## src/rtl/operand_fetch.sv

```systemverilog
// Operand fetch stage: 4x4 register file, per-register pending scoreboard, one output register toward the ALU.
// Optional macro OPFETCH_BYPASS_EN forwards same-cycle write-back into hazard check and operand read.
module operand_fetch (
  input  logic       clk,
  input  logic       rst,
  input  logic       in_valid,
  output logic       in_ready,
  input  logic       in_ctrl,
  input  logic [1:0] in_ra,
  input  logic [1:0] in_rb,
  input  logic [1:0] in_rd,
  output logic       out_valid,
  input  logic       out_ready,
  output logic [3:0] a,
  output logic [3:0] b,
  output logic       ctrl,
  output logic [1:0] out_rd,
  input  logic       wb_en,
  input  logic [1:0] wb_addr,
  input  logic [3:0] wb_data
);
  localparam int NREG = 4;

  typedef struct packed {
    logic       ctrl;
    logic [1:0] rd;
    logic [3:0] a;
    logic [3:0] b;
  } op_t;

  logic [3:0]      rf [NREG];
  logic [NREG-1:0] pending, pend_eff, wb_hit, set_hit;
  logic [3:0]      rd_a, rd_b;
  logic            hazard, accept;
  op_t             op_d, op_q;

  always_comb begin
    wb_hit = '0;
    if (wb_en) wb_hit[wb_addr] = 1'b1;
  end

`ifdef OPFETCH_BYPASS_EN
  // A write-back landing this cycle both releases the hazard and supplies the operand.
  assign pend_eff = pending & ~wb_hit;
  assign rd_a     = (wb_en && wb_addr == in_ra) ? wb_data : rf[in_ra];
  assign rd_b     = (wb_en && wb_addr == in_rb) ? wb_data : rf[in_rb];
`else
  assign pend_eff = pending;
  assign rd_a     = rf[in_ra];
  assign rd_b     = rf[in_rb];
`endif

  assign hazard   = pend_eff[in_ra] | pend_eff[in_rb] | pend_eff[in_rd];
  assign in_ready = !hazard && (!out_valid || out_ready);
  assign accept   = in_valid && in_ready;

  always_comb begin
    set_hit = '0;
    if (accept) set_hit[in_rd] = 1'b1;
  end

  always_comb begin
    op_d      = '0;
    op_d.ctrl = in_ctrl;
    op_d.rd   = in_rd;
    op_d.a    = rd_a;
    op_d.b    = rd_b;
  end

  // Clear is applied before set so a same-cycle issue to the written register stays pending.
  always_ff @(posedge clk) begin
    if (rst) begin
      pending   <= '0;
      out_valid <= 1'b0;
      op_q      <= '0;
      for (int i = 0; i < NREG; i++) rf[i] <= '0;
    end else begin
      pending <= (pending & ~wb_hit) | set_hit;
      if (wb_en) rf[wb_addr] <= wb_data;
      if (accept) op_q <= op_d;
      out_valid <= accept | (out_valid & ~out_ready);
    end
  end

  assign a      = op_q.a;
  assign b      = op_q.b;
  assign ctrl   = op_q.ctrl;
  assign out_rd = op_q.rd;
endmodule

```

## config.mk

```make
export PLATFORM = sky130hd
export DESIGN_NAME = operand_fetch
export DESIGN_NICKNAME = d
export VERILOG_FILES = /design/src/rtl/operand_fetch.sv
export SDC_FILE = /design/constraint.sdc
export NUM_CORES = 1
export LEC_CHECK = 0
export CAP_MARGIN = 10
export CELL_PAD_IN_SITES_DETAIL_PLACEMENT = 1
export CELL_PAD_IN_SITES_GLOBAL_PLACEMENT = 1
export CORE_MARGIN = 2
export CORE_UTILIZATION = 40
export CTS_CLUSTER_DIAMETER = 150
export DETAILED_ROUTE_END_ITERATION = 16
export GPL_TIMING_DRIVEN = 1
export HOLD_SLACK_MARGIN = 0.05
export PLACE_DENSITY_LB_ADDON = 0.1
export SLEW_MARGIN = 20
export SYNTH_ARGS = -nofsm -noshare
export SYNTH_HDL_FRONTEND = slang
export SYNTH_SLANG_ARGS = --single-unit
```

## constraint.sdc

```tcl
create_clock -name clk -period 1.8 [get_ports clk]
set_clock_uncertainty 0.05 [all_clocks]
set_input_delay 0.36 -clock clk [delete_from_list [all_inputs] [get_ports clk]]
set_output_delay 0.36 -clock clk [all_outputs]
set_load 0.05 [all_outputs]
```

==> impl_results.md, run 1 <==
* DP Worst Slack at -462 ps
* Deepest clock path buffer count at 2
* Final hold violations at 0
* Synth Area in Simple Gates at 0.161
* Achievable Freq at 519 MHz
* Pin count of the biggest net entering global routing at 24
* WL per Instance at 15.5 um
* Drt drc at 0
* Setup CP Type: reg2out
* Number of antenna diodes at 0
* Final setup viols at 1
* Worst hold stages at 2
* Post-route ant nets at 0
* Worst hold path class: reg2reg
* Fin. max-slew vios at 0
* Ys flop type: edfxtp_1
* Worst hold path startpoint: b[0]
* Die area at 4620 sq um
* Worst path cell trace: mux2_4 > a22oi_4 > nand2_2 > nor3_4 > buf_12
* Setup TNS at -126 ps
* Initial antenna violation count at 0
* Leakage at 0.978 nW
* GRT Util Overall at 0.181
* H-tree depth at 2
* Post-Synth Adder-Cell Area at 0
* GR peak layer: met2
* R2r setup slk at 100 ps
* Die width at 67.9 um
* Post-synthesis sequential area ratio at 0.490
* Top cells by area, synth: edfxtp_1 (29%), dfxtp_1 (20%), mux4_1 (11%)
* Outcome: finished, violations left
* Final setup margin at -126 ps
* Synth Instances at 139
* Clk sinks at 32
* Post-Route Utilization at 0.560
* HPWL Detailed at 3030 um
* Cts hold-fix bufs at 0
* Xor/xnor cell area share of the yosys netlist at 0
* Max cap viols at 0
* WL final at 3810 um
* Combined area of the multi-input logic cells at 753 sq um
* Total CTS buffers at 5
* Largest family of logic cells by synthesized area: multiplexers
* YS warnings at 0
* IO Count at 31
* CP max FO at 4
* Initial Util at 0.412
* Vias in the first global route at 1,276
* Synth Area in Compound Gates at 0.0551
* Starting DRT DRC Count at 20
* Slowest stage delay, CP at 360 ps
* GRT overflow at 0
* Cell Rows at 23
* Clk pin slew, worst setup/hold paths at 70 ps
* Avg Cell Area, Syn at 11.8 sq um
* Reg-to-reg endpoint: b[3]
* DR vias at 1,248
* Mux share of post-synthesis cell area at 0.230
* Die height at 67.9 um
* Slew HR at 0.814
* # nets final at 212
* RR Startpoint: pend_eff[2]
* Violated checks: negative setup slack
* Worst Path Required at 1390 ps
* Synth cell count leaders: nand2_1 (31), dfxtp_1 (16), edfxtp_1 (16), mux2i_1 (14), nor2_1 (13)
* Post-synth EDFFs at 16
* Global Route met3 Usage at 0.0444
* VDD IR-drop max at 0.408 mV
* R2R cell count at 7
* Final Critical Period at 1930 ps
* CTS tree: built
* Hold EP: b[0]
* Least-Margin Pin Slew at 279 ps
* Post-synthesis net count at 157
* Root buf cell: clkbuf_8
* Startpoint types: flop
* Async SR Flop Fraction at 0
* Drt pass-1 iters at 4
* Cell area power density at 866 nW/um^2
* Met2 Use GR at 0.345
* Fraction of layout cells with a size suffix above 1 at 0.297
* Vias per inst at 5.09
* Area grow syn2layout at 36.0%
* Crit end category: primary output
* Fillcell total at 435
* Met1 usage at 0.181
* Clock Latency Late Sink at 290 ps
* Top-area cell type share of the netlist area at 0.294
* First-pass GRT wire length at 5840 um
* Crit-path slowest cell: dfxtp_2
* Most numerous cell in the Yosys netlist: nand2_1
* Count of cell types in the netlist at 31
* Seq. cell area at 802 sq um
* Post-Syn Area at 1640 sq um
* Yosys reg bits at 32
* Routability cong. at 0.780
* Tcrit/Tclk final at 1.07
* RSZ-0062 raised after global routing: yes
* # port buffers at 30
* Yosys top cell by area: edfxtp_1
* Core area at 3970 sq um
* Pwr Total at 1.93 mW
* Crit path DAT at 1520 ps
-- layer usage --
layer | share of wire | wire (um)
met5 | 0 | 0
met4 | 0.017 | 65
met3 | 0.035 | 132
met2 | 0.54 | 2070
met1 | 0.40 | 1540
-- worst max-delay path: cells and delay by family, from the launching register on --
kind	cells	cell delay, ps
DFF	1	360
muxes	1	290
and+or+nand+nor	2	230
AOI/OAI and AO/OA	1	180
buffers and inverters	1	160
-- cell type report --
class / count / share of cell area
sequential: 32 / 0.361
clock buffer: 5 / 0.0310
multi-input combinational: 91 / 0.339
inverter: 10 / 0.0169
clock inverter: 3 / 0.0107
timing repair buffer: 54 / 0.214
tap: 50 / 0.0281
-- per-stage QoR --
step / std cells / hold WS, ps / instance area, sq um
floorplan: 139 / 379 / 1650
global placement: 236 / 395 / 2110
detailed placement: 236 / 409 / 2110
CTS: 245 / 419 / 2220
global route: 245 / 439 / 2220
finish: 245 / 413 / 2220
-- registers in the layout, summed over array words and instances, names as in the netlist --
signal / cells
out_rd: 2
rf: 16
pend_eff: 4
a: 4
ctrl: 1
out_valid: 1
b: 4
-- report_power, final --
group	total (mW)	leakage, nW	internal [mW]	switching (mW)
combinational	0.502	0.649	0.233	0.269
sequential	0.864	0.289	0.829	0.0348
clock	0.561	0.0404	0.273	0.288
-- logic make-up after synthesis --
logic type	after synthesis
buf+inv	16
flops	32
compound gates	11
mux	24
simple gates	56
-- layout by cell type, fill, tap and decap left out, types with 2 or more instances in the layout --
cell | synthesis | routed
or3_1 | 2 | 2
mux2_4 | 1 | 2
o21ai_0 | 2 | 2
nand3_1 | 2 | 2
buf_12 | 0 | 2
o22ai_1 | 3 | 2
inv_1 | 9 | 9
mux2i_1 | 14 | 14
clkdlybuf4s50_1 | 0 | 12
dfxtp_1 | 16 | 15
nand2_1 | 31 | 30
nand2b_1 | 2 | 2
edfxtp_1 | 16 | 16
dlygate4sd2_1 | 0 | 3
clkbuf_8 | 2 | 5
mux4_1 | 7 | 7
clkinvlp_4 | 0 | 2
nor2_1 | 13 | 13
buf_4 | 1 | 34
-- how the worst max path moves through the flow --
| stage | start | endpoint | slack [ps] | depth (start not counted) |
|---|---|---|---|---|
| after floorplan | in_rb[0] | in_ready | -140 | 5 |
| after global routing | pend_eff[2] | in_ready | -180 | 5 |
| after CTS | pend_eff[2] | in_ready | -190 | 5 |
| after global placement | in_rb[0] | in_ready | -440 | 6 |
| after detailed placement | in_rb[0] | in_ready | -460 | 6 |
| final | pend_eff[2] | in_ready | -130 | 5 |
-- timing repair --
action / CTS / global route
buffers inserted: 1 / 0
cloned: 0 / 0
endpoints found under the setup margin: 16 / 3
pin swaps: 4 / 1
hold endpoints to repair: 0 / 0
resized for setup: 10 / 3
Note: power is estimated with default switching activity, not from simulation.
==> run 2, diff against run 1 <==
--- a/config.mk
+++ b/config.mk
@@ -8,7 +8,6 @@
 export CAP_MARGIN = 10
 export CELL_PAD_IN_SITES_DETAIL_PLACEMENT = 1
 export CELL_PAD_IN_SITES_GLOBAL_PLACEMENT = 1
-export CORE_MARGIN = 2
 export CORE_UTILIZATION = 40
 export CTS_CLUSTER_DIAMETER = 150
 export DETAILED_ROUTE_END_ITERATION = 16
==> run 2 against run 1 <==
The run still ends with negative setup slack left. Clock power increased by 21%. Maximum frequency increased by 1.3%. Critical path depth unchanged. Power up 6.1%. Sequential share of layout area shrank 0.11 points. Wire length down 0.50%. First-iteration DRC count grew 85%. Highest routed layer unchanged.
==> impl_results.md, run 2 (same netlist as run 1, synthesis figures left out) <==
* IO Count at 31
* Crit path DAT at 1490 ps
* Starting DRT DRC Count at 37
* # port buffers at 30
* Die width at 65.9 um
* Post-Layout Cell Count at 242
* Flip-flop count of the largest register after layout at 16
* Deepest clock path buffer count at 2
* RSZ-0062 raised after global routing: yes
* Post-route ant nets at 0
* Leakage at 0.989 nW
* Crit end category: primary output
* Die area at 4350 sq um
* Clock Latency Late Sink at 280 ps
* H-tree depth at 2
* Core area at 3800 sq um
* RR Startpoint: pend_eff[2]
* Number of antenna diodes at 0
* HPWL Detailed at 3060 um
* Routability cong. at 0.777
* Final hold slack at 412 ps
* Area grow syn2layout at 36.6%
* Post-Place Cells at 233
* WL per Instance at 15.7 um
* Outcome: finished, violations left
* Worst hold path class: reg2reg
* Setup CP Type: reg2out
* Pwr Total at 2.04 mW
* Clk pin slew, worst setup/hold paths at 70 ps
* CTS tree: built
* Worst hold path startpoint: b[2]
* Tcrit/Tclk final at 1.06
* DR vias at 1,248
* Setup TNS at -101 ps
* Slew HR at 0.795
* Vias in the first global route at 1,328
* Commonest cells after routing, fill and taps aside: buf_4 (32), nand2_1 (30), edfxtp_1 (16)
* Fraction of layout cells with a size suffix above 1 at 0.309
* Cell Rows at 22
* Max cap viols at 0
* R2r setup slk at 90 ps
* Die height at 65.9 um
* Initial Util at 0.431
* Final hold violations at 0
* Clk sinks at 32
* Vias per inst at 5.16
* Commonest non-fill, non-tap cell in the layout: buf_4
* Cts hold-fix bufs at 0
* Achievable Freq at 526 MHz
* Fillcell total at 406
* Setup crit start: pend_eff[2]
* Final Critical Period at 1900 ps
* GRT Util Overall at 0.199
* WL final at 3790 um
* # nets final at 211
* Worst Path Required at 1390 ps
* Drt pass-1 iters at 4
* Total CTS buffers at 5
* Initial antenna violation count at 0
* Root buf cell: clkbuf_8
* Least-Margin Pin Slew at 307 ps
* Final setup margin at -101 ps
* Final setup viols at 1
* Top reg by flops: rf
* VDD IR-drop max at 0.388 mV
* Drt drc at 0
* Pin count of the biggest net entering global routing at 25
* Cell area power density at 915 nW/um^2
* DP Worst Slack at -449 ps
* GRT overflow at 0
* Startpoint types: flop
* Fin. max-slew vios at 0
* Violated checks: negative setup slack
* First-pass GRT wire length at 6300 um
* CP max FO at 3
run 2: final cells by class:
class                      count  area (sq um)  share of cell area
clock buffer                   5          68.8              0.0308
multi-input combinational     91           753               0.337
inverter                      10          37.5              0.0168
tap                           48          60.1              0.0269
clock inverter                 3          42.5              0.0190
timing repair buffer          53           468               0.210
sequential                    32           803               0.360
run 2: layer usage:
layer	global-route usage	vias to the layer above	part of all wire
met4	0.0718	0	0.0082
met5	0	-	0
met3	0.0414	4	0.029
met1	0.221	610	0.42
li1	-	606	-
met2	0.369	28	0.54
run 2: final timing paths:
kind	cells past startpoint	end
min reg2reg	2	b[2]
max reg2reg	7	a[0]
max	5	in_ready
min	2	b[2]
run 2: what timing repair did:
action / 4_1_cts / 5_1_grt
pin swaps: 3 / 1
setup endpoints to repair: 16 / 9
buffers inserted: 1 / 0
resized for setup: 15 / 4
run 2: through the flow:
stage	instance area, sq um	utilization
floorplan	1650	-
global placement	2100	0.552
detailed placement	2100	0.552
CTS	2230	0.588
global route	2230	0.588
finish	2230	0.588
run 2: where the power goes:
part / internal (mW) / total (mW) / leakage [nW] / switching (mW)
Clock: 0.409 / 0.677 / 0.0541 / 0.268
Sequential: 0.829 / 0.864 / 0.290 / 0.0344
Combinational: 0.232 / 0.503 / 0.645 / 0.271
run 2: worst max-delay path, cell delays in order, from the launching register on:
cell	delay (ps)
dfxtp_2	340
mux2_4	280
a22oi_4	190
nand2_2	90
nor3_4	150
buf_12	160
==> run 3, diff against run 2 <==
--- a/config.mk
+++ b/config.mk
@@ -12,7 +12,7 @@
 export CTS_CLUSTER_DIAMETER = 150
 export DETAILED_ROUTE_END_ITERATION = 16
 export GPL_TIMING_DRIVEN = 1
-export HOLD_SLACK_MARGIN = 0.05
+export HOLD_SLACK_MARGIN = 0.03
 export PLACE_DENSITY_LB_ADDON = 0.1
 export SLEW_MARGIN = 20
 export SYNTH_ARGS = -nofsm -noshare
==> results of run 3 <==
No change in the layout: final DEF, timing and power equal those of run 2.
==> patch (config.mk and constraints of run 3) <==
Take the reset off `pending` and load it in a clocked block of its own.
--- a/src/rtl/operand_fetch.sv
+++ b/src/rtl/operand_fetch.sv
@@ -70,16 +70,18 @@
   // Clear is applied before set so a same-cycle issue to the written register stays pending.
   always_ff @(posedge clk) begin
     if (rst) begin
-      pending   <= '0;
       out_valid <= 1'b0;
       op_q      <= '0;
       for (int i = 0; i < NREG; i++) rf[i] <= '0;
     end else begin
-      pending <= (pending & ~wb_hit) | set_hit;
       if (wb_en) rf[wb_addr] <= wb_data;
       if (accept) op_q <= op_d;
       out_valid <= accept | (out_valid & ~out_ready);
     end
+  end
+
+  always_ff @(posedge clk) begin
+    pending <= (pending & ~wb_hit) | set_hit;
   end
 
   assign a      = op_q.a;
Behaviour: not the same (a bounded check fails within 4 cycles, from zero or initial values and one cycle with rst high).
==> patch against run 3 <==
The run still ends with negative setup slack left. Setup slack better by 0.10 ns. Cell area is 3.0% lower. Synthesized cell count is 5.0% higher. Hold slack better by 0.012 ns. Sequential cell count stayed put. Fmax is 5.5% higher. Global-route usage is 1.4 points higher. Synthesized area is 3.6% lower. Routed wire length is 2.5% higher. Critical endpoint unchanged.
Power is not compared: it rests on default switching activity, and its combinational part moved more than twofold at a synthesized area within 25%.
==> patch: results <==
set metrics [dict create \
    outcome "finished, violations left" \
    violations "negative setup slack" \
    met1_usage 0.218 \
    post_cts_buffers 3 \
    dp.cells 235 \
    max_slew_margin 0.820 \
    multi_input_cells 97 \
    ys_warn_count 0 \
    m1WireLength_mm 1.54 \
    antennaDiodeCount 0 \
    met2_length_mm 2.11 \
    grt_max_degree 13 \
    cp_max_fo 6 \
    holdPathStages 3 \
    clk_share 0.0491 \
    crit_start "in_ra[1]" \
    critPathArrivalTime_ns 1.39 \
    postCtsHoldBufs 0 \
    dp_hpwl_mm 3.10 \
    dr.first_iter.drc_count 29 \
    multi_input_area_um2 707 \
    timing.rr.end "pend_eff[3]" \
    fin_hold_ws_ns 0.425 \
    yosysUniqueCellTypes 30 \
    met3_usage 0.0687 \
    wire_per_inst_um 15.7 \
    grt_pass1_wl_mm 6.40 \
    synth_common_cells "dfxtp_1, edfxtp_1, nand3_1" \
    bufAreaShareNonClock 0.215 \
    setup_ws_ns -0.000851 \
    path_delay_family "simple AND/OR/NAND/NOR gates" \
    vias_per_cell 5.26 \
    nNonClkBuffers 56 \
    preCtsSetupSlack_ns -0.483 \
    drive_gt1_frac 0.357 \
    ys_seq_area_frac 0.508 \
    place_area_mm2 0.00202 \
    holdCritStartpoint "in_rd[0]" \
    fin_nets 216 \
    min_to "pend_eff[2]" \
    gp_congestion 0.775 \
    ys_top_cells_by_area "edfxtp_1, dfxtp_1, mux4_2, nand3_1, a21oi_1" \
    r2r_cells 6 \
    cp_slowest_cell "a22o_1" \
    grt_usage 0.213 \
    setup_viol 1 \
    met3WireLength_um 159 \
    reg2reg_from "pend_eff[2]" \
    hold_path.class "in -> reg" \
    synth_nets 164 \
    rrSetupSlack_ns 0.23 \
    inverters 6 \
]
-- patch: changes by cell type in the layout (fill, tap and decap cells not counted), sizes merged, moves of 3 or more --
cell and delta:
nor3 +3, buf +8, nand2 -22, nor2b +6
a21oi +12, inv -3, nand3 +11, mux2i -14
o21ai +12, nand2b +4
-- patch: power groups by stage --
stage / Combinational, W / Sequential, W / Clock (W)
global placement: 0.00102 / 0.000988 / 0
global route: 0.00121 / 0.00100 / 0.000724
CTS: 0.00112 / 0.000990 / 0.000683
floorplan: 0.000511 / 0.00112 / 0
detailed placement: 0.00106 / 0.000998 / 0
finish: 0.00113 / 0.000989 / 0.000669
-- patch: worst min-delay path, delay by kind of cell --
kind            cells  cell delay [ns]
buf+inv             2             0.21
compound gates      1             0.16
-- patch: cells by family after synthesis --
logic type             after synthesis  share of synthesized area
multiplexers                        10                      0.131
AO/OA/AOI/OAI                       32                      0.116
flip-flops                          32                      0.508
AND/OR/NAND/NOR                     55                      0.181
buffers and inverters               17                     0.0643
